--- src/rtl/vehicle_sensor_qualifier.sv ---
`default_nettype none
// ============================================================================
// Module   : vehicle_sensor_qualifier
// Purpose  : Synchronise, debounce and hold-stretch an inductive-loop call;
//            fail safe on a stuck loop and count qualified arrivals.
// Revision : 1.0  initial release
// ============================================================================
module vehicle_sensor_qualifier #(
   parameter int CLK_FREQ     = 50_000_000,
   parameter int DEBOUNCE_CYC = 16,
   parameter int HOLD_SEC     = 2,
   parameter int STUCK_SEC    = 120,
   parameter int CNT_W        = 8
) (
   input  logic             clk,
   input  logic             clear_n,
   input  logic             loop_raw,
   input  logic             stat_clr,
   output logic             sensor,
   output logic             present,
   output logic             fault,
   output logic [CNT_W-1:0] arrivals
);

   localparam int c_DEB_W   = $clog2(DEBOUNCE_CYC + 1);
   localparam int c_SEC_W   = $clog2(CLK_FREQ + 1);
   localparam int c_HOLD_W  = $clog2(HOLD_SEC + 1);
   localparam int c_STUCK_W = $clog2(STUCK_SEC + 1);

   typedef enum logic [1:0] {
      ST_IDLE  = 2'd0,
      ST_CALL  = 2'd1,
      ST_HOLD  = 2'd2,
      ST_FAULT = 2'd3
   } state_t;

   logic                 r_s1;
   logic                 r_s2;
   logic [c_DEB_W-1:0]   r_deb_cnt;
   logic                 r_present;
   logic [c_SEC_W-1:0]   r_sec_cnt;
   logic [c_STUCK_W-1:0] r_stuck_cnt;
   logic [c_HOLD_W-1:0]  r_hold_cnt;
   logic [CNT_W-1:0]     r_arrivals;
   logic                 r_fault;
   logic                 r_sensor;
   state_t               r_state;

   state_t               w_next;
   logic                 w_tick;
   logic                 w_arrive;
   logic                 w_set_fault;
   logic                 w_stuck_clr;
   logic                 w_stuck_inc;
   logic                 w_hold_load;
   logic                 w_hold_dec;

   assign sensor   = r_sensor;
   assign present  = r_present;
   assign fault    = r_fault;
   assign arrivals = r_arrivals;

   assign w_tick = (r_sec_cnt == c_SEC_W'(CLK_FREQ - 1));

   always_ff @(posedge clk or negedge clear_n) begin
      if (!clear_n) begin
         r_s1      <= 1'b0;
         r_s2      <= 1'b0;
         r_deb_cnt <= '0;
         r_present <= 1'b0;
         r_sec_cnt <= '0;
      end else begin
         r_s1 <= loop_raw;
         r_s2 <= r_s1;
         // Any cycle where s2 agrees with the debounced level restarts the count.
         if (r_s2 != r_present) begin
            if (r_deb_cnt == c_DEB_W'(DEBOUNCE_CYC - 1)) begin
               r_present <= ~r_present;
               r_deb_cnt <= '0;
            end else begin
               r_deb_cnt <= r_deb_cnt + c_DEB_W'(1);
            end
         end else begin
            r_deb_cnt <= '0;
         end
         r_sec_cnt <= w_tick ? '0 : r_sec_cnt + c_SEC_W'(1);
      end
   end

   always_comb begin
      w_next      = r_state;
      w_arrive    = 1'b0;
      w_set_fault = 1'b0;
      w_stuck_clr = 1'b0;
      w_stuck_inc = 1'b0;
      w_hold_load = 1'b0;
      w_hold_dec  = 1'b0;
      case (r_state)
         ST_IDLE: begin
            if (r_present) begin
               w_next      = ST_CALL;
               w_arrive    = 1'b1;
               w_stuck_clr = 1'b1;
            end
         end
         ST_CALL: begin
            w_stuck_inc = w_tick;
            if (w_tick && (r_stuck_cnt == c_STUCK_W'(STUCK_SEC - 1))) begin
               w_next      = ST_FAULT;
               w_set_fault = 1'b1;
            end else if (!r_present) begin
               w_next      = ST_HOLD;
               w_hold_load = 1'b1;
            end
         end
         ST_HOLD: begin
            if (r_present) begin
               w_next      = ST_CALL;
               w_arrive    = 1'b1;
               w_stuck_clr = 1'b1;
            end else if (w_tick) begin
               if (r_hold_cnt == c_HOLD_W'(1)) begin
                  w_next = ST_IDLE;
               end else begin
                  w_hold_dec = 1'b1;
               end
            end
         end
         ST_FAULT: begin
            if (!r_present) begin
               w_next      = ST_HOLD;
               w_hold_load = 1'b1;
            end
         end
         default: w_next = ST_IDLE;
      endcase
   end

   always_ff @(posedge clk or negedge clear_n) begin
      if (!clear_n) begin
         r_state  <= ST_IDLE;
         r_sensor <= 1'b0;
      end else begin
         r_state  <= w_next;
         r_sensor <= (w_next != ST_IDLE);
      end
   end

   always_ff @(posedge clk or negedge clear_n) begin
      if (!clear_n) begin
         r_stuck_cnt <= '0;
         r_hold_cnt  <= '0;
         r_arrivals  <= '0;
         r_fault     <= 1'b0;
      end else begin
         if (w_stuck_clr) begin
            r_stuck_cnt <= '0;
         end else if (w_stuck_inc) begin
            r_stuck_cnt <= r_stuck_cnt + c_STUCK_W'(1);
         end

         if (w_hold_load) begin
            r_hold_cnt <= c_HOLD_W'(HOLD_SEC);
         end else if (w_hold_dec) begin
            r_hold_cnt <= r_hold_cnt - c_HOLD_W'(1);
         end

         // A clear coinciding with an arrival leaves that arrival counted.
         if (w_arrive) begin
            if (stat_clr) begin
               r_arrivals <= CNT_W'(1);
            end else if (r_arrivals != {CNT_W{1'b1}}) begin
               r_arrivals <= r_arrivals + CNT_W'(1);
            end
         end else if (stat_clr) begin
            r_arrivals <= '0;
         end

         if (w_set_fault) begin
            r_fault <= 1'b1;
         end else if (stat_clr) begin
            r_fault <= 1'b0;
         end
      end
   end

endmodule
`default_nettype wire

--- config.mk ---
export PLATFORM = sky130hd
export DESIGN_NAME = vehicle_sensor_qualifier
export DESIGN_NICKNAME = d
export VERILOG_FILES = /design/src/rtl/vehicle_sensor_qualifier.sv
export SDC_FILE = /design/constraint.sdc
export NUM_CORES = 1
export LEC_CHECK = 0
export ABC_CLOCK_PERIOD_IN_PS = 3050
export CELL_PAD_IN_SITES_DETAIL_PLACEMENT = 0
export CELL_PAD_IN_SITES_GLOBAL_PLACEMENT = 1
export CORE_MARGIN = 5
export CORE_UTILIZATION = 45
export CTS_BUF_LIST = sky130_fd_sc_hd__clkbuf_16
export DETAILED_ROUTE_END_ITERATION = 10
export GPL_TIMING_DRIVEN = 1
export PLACE_DENSITY = 0.88
export SLEW_MARGIN = 20
export SYNTH_ARGS = -nofsm -noshare
export SYNTH_HDL_FRONTEND = slang
export SYNTH_SLANG_ARGS = --single-unit
--- constraint.sdc ---
create_clock -name clk -period 3.05 [get_ports clk]
set_clock_uncertainty 0.2 [all_clocks]
set_input_delay 0.61 -clock clk [delete_from_list [all_inputs] [get_ports clk]]
set_output_delay 0.61 -clock clk [all_outputs]
set_load 0.1 [all_outputs]
==> run metrics, run 1 <==
outcome finished, final reports clean; syn_nets 273; first-pass GRT wire length 8760 um; clock slew at reported path FFs 0.07 ns; Worst path top cell family by delay simple AND/OR/NAND/NOR gates; DR vias/cell 5.42; CP peak stage delay 0.58 ns; CTS Root Cell clkbuf_16; setup bufs post-CTS 0; TritonCTS clock tree yes; Initial Util 0.464; CORE AREA 5960 um^2; P&R area growth vs syn 12.1%; total wire length 4940 um; CTS Hold Bufs 0; Post-synth EDFFs 0; Worst VDD drop 0.222 mV; Crit. End Element flip-flop; critical path peak fanout 10; I/O pin count 15; Yosys top cell area share 0.498; Distinct cells, synth 50; crit path launch type flip-flop; # rows 28; CP Class reg2reg; reg2reg end r_sec_cnt[23]; Die Width 88.4 um; R2R depth 7; cell area after synthesis 2760 um^2; area leader, netlist dfrtp_1; max cap viols 0; die height 88.4 um; Total GRT Usage 0.143; HP Class reg2reg; Power Total 1.34 mW; post-CTS sizing 0; DR WL/cell 13.8 um; Seq/Total Area, Yosys 0.498; Final Cycle Share 0.794; post-route setup TNS 0 ns; Min-Delay Path Depth 0; antenna violations before repair 0; slowest CP cell or4_4; Slew Viols, Final 0; ys flop type dfrtp_1; Hold Path End r_s2; slew at the pin with the worst max-slew slack 0.758 ns; I/O Buffers 14; CP cell instances ha_1 > nand4_4 > or4_4 > nor2_4 > buf_4 > nand3b_1 > o21ai_0; Max-slew headroom 0.490; CP Data Arrival Time 2.39 ns; share of cells above drive strength 1 0.141; P_leak 1.38 nW; Residual DRC 0; H-tree depth 2; Synth warnings 0; Mean Syn Cell Area 10.5 um^2; drt pass-1 iters 4; RSZ-0062 raised after global routing no; min Tclk post-route 2.42 ns; number of global-route vias before repair 1912; Antenna Cells 0; total vias in the final route 1944; PwrDens 432 nW/um^2; GPL Wtd Cong 0.771; Levels on crit path 7; DP Wirelength 3500 um; largest net degree at the start of global routing 56; DR iter-0 viols 88; grt ovf 0; Buf/Inv on CP 1; Area contributors post-synth dfrtp_1 (50%), xor2_1 (5.7%), xnor2_1 (5.1%); fraction of registers with async set/reset 1.00; number of nets with antenna violations after routing 0; Post-Syn Instances 264; Reg-to-Reg Start r_sec_cnt[0]; Die Area 7810 um^2; Fmax 413 MHz; clk buf depth 2; Hold Path Origin r_s1; Clock Latency Late Sink 0.29 ns; # nets final 292; Synth Register Bits 55; # setup viols final 0; register-to-register path setup slack 0.63 ns; Final Hold Viols 0; Num CTS Buffers 5; Clock Sinks 55; CP required 3.02 ns
## cell families (layout without fill, tap and decap cells)
logic type	count (synthesis)	in the layout	synth area share
buffers and inverters	17	37	0.0312
xor gates and xnor gates	34	34	0.108
AOI/OAI and AO/OA	23	23	0.0543
DFF	55	55	0.498
and+or+nand+nor	126	126	0.270
muxes	4	4	0.0158
adders and majority gates	5	5	0.0226
## where the power goes
| part | switching (mW) | internal [mW] |
|---|---|---|
| logic | 0.0224 | 0.00860 |
| registers | 0.00428 | 0.734 |
| clock network | 0.263 | 0.307 |
| total | 0.290 | 1.05 |
## metal layers
layer,vias to the layer above,share of wire,track usage
met5,-,0,0
met4,0,0.013,0.0467
met3,7,0.025,0.0335
met2,14,0.50,0.237
met1,970,0.46,0.186
li1,953,-,-
## cell usage in the layout (no fill, tap or decap), drive strengths merged, types with 3 or more instances in the layout
cell type	Yosys	final
nor4	8	8
xnor2	16	16
and3	4	4
mux2	3	3
inv	11	12
nand3b	5	5
clkbuf	2	5
xor2	18	18
nand2	18	18
and2	3	3
nand4	11	11
nor3	12	12
buf	4	16
o21ai	6	6
a22o	4	4
nand2b	3	3
nor2	33	33
nand3	15	15
a21oi	7	7
nor2b	3	3
ha	5	5
dfrtp	55	55
## synth_stat cells (2+ instances only)
master and n:
nor4_2 3, nor4_1 4, a21oi_1 7, or3_1 2, xor2_1 18, nand2b_1 3
nand3_1 14, inv_1 11, mux2_2 2, and3_1 4, o21ai_0 5, dfrtp_1 55
nand2_1 18, and2_1 3, nor3_1 12, nor2_1 32, nor2b_1 3, a22o_1 4
xnor2_1 16, nand3b_1 5, ha_1 5, nand4_1 10
## cell type report
class | count | area, um^2
Multi-Input combinational cell | 192 | 1300
Timing Repair Buffer | 18 | 138
Fill cell | 546 | 2860
Inverter | 11 | 41.3
Sequential cell | 55 | 1380
Clock buffer | 5 | 125
Clock inverter | 3 | 23.8
Tap cell | 75 | 93.8
## metrics by stage
stage / cell area, um^2 / cells / util / worst slack (ns) / hold slack [ns]
after floorplan: 2760 / 264 / - / 0.591 / 0.114
after global placement: 2950 / 351 / 0.495 / 0.694 / 0.134
after detailed placement: 2950 / 351 / 0.495 / 0.645 / 0.135
after CTS: 3100 / 359 / 0.520 / 0.619 / 0.152
after global routing: 3100 / 359 / 0.520 / 0.469 / 0.162
final: 3100 / 359 / 0.520 / 0.630 / 0.151
## worst reg2reg max path: stages, from the launching register on
cell and delay, ns:
dfrtp_1 0.38, ha_1 0.26, nand4_4 0.18, or4_4 0.58
nor2_4 0.28, buf_4 0.22, nand3b_1 0.11, o21ai_0 0.08
## worst max-delay path by stage
| stage | start | end | slack (ns) |
|---|---|---|---|
| after floorplan | arrivals[0] | arrivals[5] | 0.59 |
| after global placement | r_sec_cnt[0] | r_sec_cnt[23] | 0.69 |
| after detailed placement | r_sec_cnt[0] | r_sec_cnt[23] | 0.64 |
| after CTS | r_sec_cnt[0] | r_sec_cnt[23] | 0.62 |
| after global routing | r_sec_cnt[0] | r_sec_cnt[23] | 0.47 |
| final | r_sec_cnt[0] | r_sec_cnt[23] | 0.63 |
## flip-flops by register name, summed over array words and instances, names as in the netlist
register	count
r_hold_cnt	2
r_stuck_cnt	7
r_sec_cnt	26
present	1
sensor	1
r_deb_cnt	5
r_s1	1
fault	1
r_state	2
r_s2	1
arrivals	8
(Power assumes the default switching activity.)
==> inputs of run 2 (changes only) <==
Settings changed: ABC_CLOCK_PERIOD_IN_PS 3050 to 2150, CORE_UTILIZATION 45 to 43.
Clock period 3.05 ns to 2.15 ns, I/O delays scaled along.
==> run 2 against run 1 <==
Count of clock-buffer cells in the layout is the same. Via count grew 3.5%. Highest routed layer unchanged. Final cell count grew 7.0%. Largest cell class unchanged. Fmax grew 14%. Register-to-register slack lost 0.61 ns. Sequential share of layout area shrank 5.0 points. Critical endpoint is now r_stuck_cnt[5]. Sequential power grew 42%. Combinational power grew 59%. Clock power grew 79%. Worst hold slack lost 0.0025 ns. Die area grew 4.1%. Global-route usage shrank 0.059 points.
==> run metrics, run 2 (synthesis gave the netlist of run 1 again) <==
Biggest register r_sec_cnt; R2R depth 6 (-1); DR iter-0 viols 97 (+10%); # rows 29 (+3.6%); GPL Wtd Cong 0.759 (-1.5%); # setup viols final 0 (unchanged); M1 wire length 2500 um (+10%); Final Hold Viols 0 (unchanged); Min-Delay Path Depth 0 (unchanged); Max-slew headroom 0.745 (+0.255); slew at the pin with the worst max-slew slack 0.382 ns (-0.376 ns); number of nets with antenna violations after routing 0 (unchanged); Crit. End Element flip-flop; number of flip-flops under the largest register name 26 (unchanged); drt pass-1 iters 6 (+2); CP required 2.13 ns (-0.89 ns); CTS Root Cell clkbuf_16; commonest non-fill, non-tap cells in the layout dfrtp_1 (46), nor2_1 (32), buf_4 (25), xor2_1 (18), nand2_1 (17); Reg-to-Reg Start r_sec_cnt[1]; die height 90.2 um (+2.0%); Power Total 2.12 mW (+58%); total wire length 5420 um (+9.5%); Die Width 90.2 um (+2.0%); P&R area growth vs syn 27.8%; FILL cells 586 (+7.3%); share of cells above drive strength 1 0.241 (+0.100); Fmax 469 MHz (+14%); commonest non-fill, non-tap cell in the layout dfrtp_1; critical path peak fanout 4 (-6); CP Data Arrival Time 2.11 ns (-0.28 ns); first-pass GRT wire length 9580 um (+9.4%); crit path launch type flip-flop; register-to-register path setup slack 0.02 ns (-0.61 ns); largest net degree at the start of global routing 56 (unchanged); Initial Util 0.438 (-0.0263); Hold Path Origin r_s1; Clock Latency Late Sink 0.29 ns (about the same); DR WL/cell 14.1 um (+2.4%); RSZ-0062 raised after global routing yes; Residual DRC 0 (unchanged); H-tree depth 2 (unchanged); I/O pin count 15 (unchanged); Worst VDD drop 0.385 mV (+74%); DP Wirelength 3880 um (+11%); I/O Buffers 14 (unchanged); CP Class reg2reg; total vias in the final route 2012 (+3.5%); TritonCTS clock tree yes; clock slew at reported path FFs 0.07 ns (about the same); highest routed layer met4; Core Util, Final 0.559 (+0.0389); post-route setup TNS 0 ns (unchanged); antenna violations before repair 0 (unchanged); P_leak 1.57 nW (+14%); min Tclk post-route 2.13 ns (-0.290 ns); PwrDens 599 nW/um^2 (+39%); # nets final 315 (+7.9%); met2 WL post-DR 2740 um (+10%); clk buf depth 2 (unchanged); reg2reg end r_stuck_cnt[5]; DR vias/cell 5.24 (-3.2%); number of global-route vias before repair 2058 (+7.6%); Die Area 8130 um^2 (+4.1%); Num CTS Buffers 5 (unchanged); Final Cycle Share 0.991 (+0.197); max cap viols 0 (unchanged); Hold Path End r_s2; Slew Viols, Final 0 (unchanged); grt ovf 0 (unchanged); Clock Sinks 55 (unchanged); Total GRT Usage 0.143 (-0.000587); outcome finished, final reports clean; met3 wire length 83 um (-33%); Antenna Cells 0 (unchanged); multi-input logic area 1350 um^2 (+3.8%); CORE AREA 6310 um^2 (+6.0%); HP Class reg2reg; FF/Latch Area 1390 um^2 (+1.0%)
[run 2: cell types whose count changed in the layout (fill, tap and decap cells not counted), moves of 2 or more]
cell        before  now
buf_4           15   25
nor4_4           1    3
dfrtp_1         55   46
buf_12           0   12
clkinvlp_4       2    0
dfrtp_2          0    8
nor4_2           3    1
bufinv_16        0    2
[run 2: how the worst max path moves through the flow]
stage,start,to,slack (ns)
floorplan,r_sec_cnt[16],r_stuck_cnt[1],-0.01
global placement,r_sec_cnt[1],r_stuck_cnt[3],0.06
detailed placement,r_sec_cnt[1],sensor,0.02
CTS,r_sec_cnt[1],sensor,0.02
global route,r_sec_cnt[1],r_stuck_cnt[3],-0.05
finish,r_sec_cnt[1],r_stuck_cnt[5],0.02
[run 2: through the flow]
| step | hold WS, ns | std cells | setup slack, ns | area [um^2] |
|---|---|---|---|---|
| after floorplan | -0.0656 | 264 | -0.00982 | 2820 |
| after global placement | 0.133 | 371 | 0.0626 | 3290 |
| after detailed placement | 0.136 | 371 | 0.0189 | 3290 |
| after CTS | 0.152 | 381 | 0.0195 | 3500 |
| after global routing | 0.165 | 384 | -0.0497 | 3530 |
| final | 0.148 | 384 | 0.0200 | 3530 |
[run 2: final cells by class]
type | count | share of cell area
flip-flops and latches | 55 | 0.394
clock buffers | 5 | 0.0354
clock inverters | 3 | 0.0181
well taps | 77 | 0.0273
inverters | 11 | 0.0117
repair buffers | 41 | 0.131
multi-input cells | 192 | 0.383
[run 2: layer usage]
layer  up-vias  track usage
li1       1004            -
met1       991        0.179
met2        10        0.243
met3         7       0.0250
met4         0       0.0558
met5         -            0
[run 2: power breakdown]
| part | total (mW) | leakage [nW] | internal [mW] | switching, mW |
|---|---|---|---|---|
| Combinational | 0.0494 | 0.745 | 0.0165 | 0.0329 |
| Sequential | 1.05 | 0.732 | 1.04 | 0.00618 |
| Clock | 1.02 | 0.0952 | 0.663 | 0.355 |
| Total | 2.12 | 1.57 | 1.72 | 0.394 |
[run 2: repair_timing]
item / 4_1_cts / 5_1_grt
hold buffers: 1 / 0
setup buffers: 1 / 3
endpoints found under the setup margin: 1 / 8
gates resized for setup: 0 / 4
endpoints found under the hold margin: 55 / 0
pin swaps: 0 / 2
cloned: 0 / 0
[run 2: critical path: stages (launching register included)]
cell     delay [ns]
dfrtp_1        0.40
ha_4           0.18
nand4_4        0.11
or4_4          0.56
nor3_1         0.27
a21oi_1        0.11
o21a_1         0.20
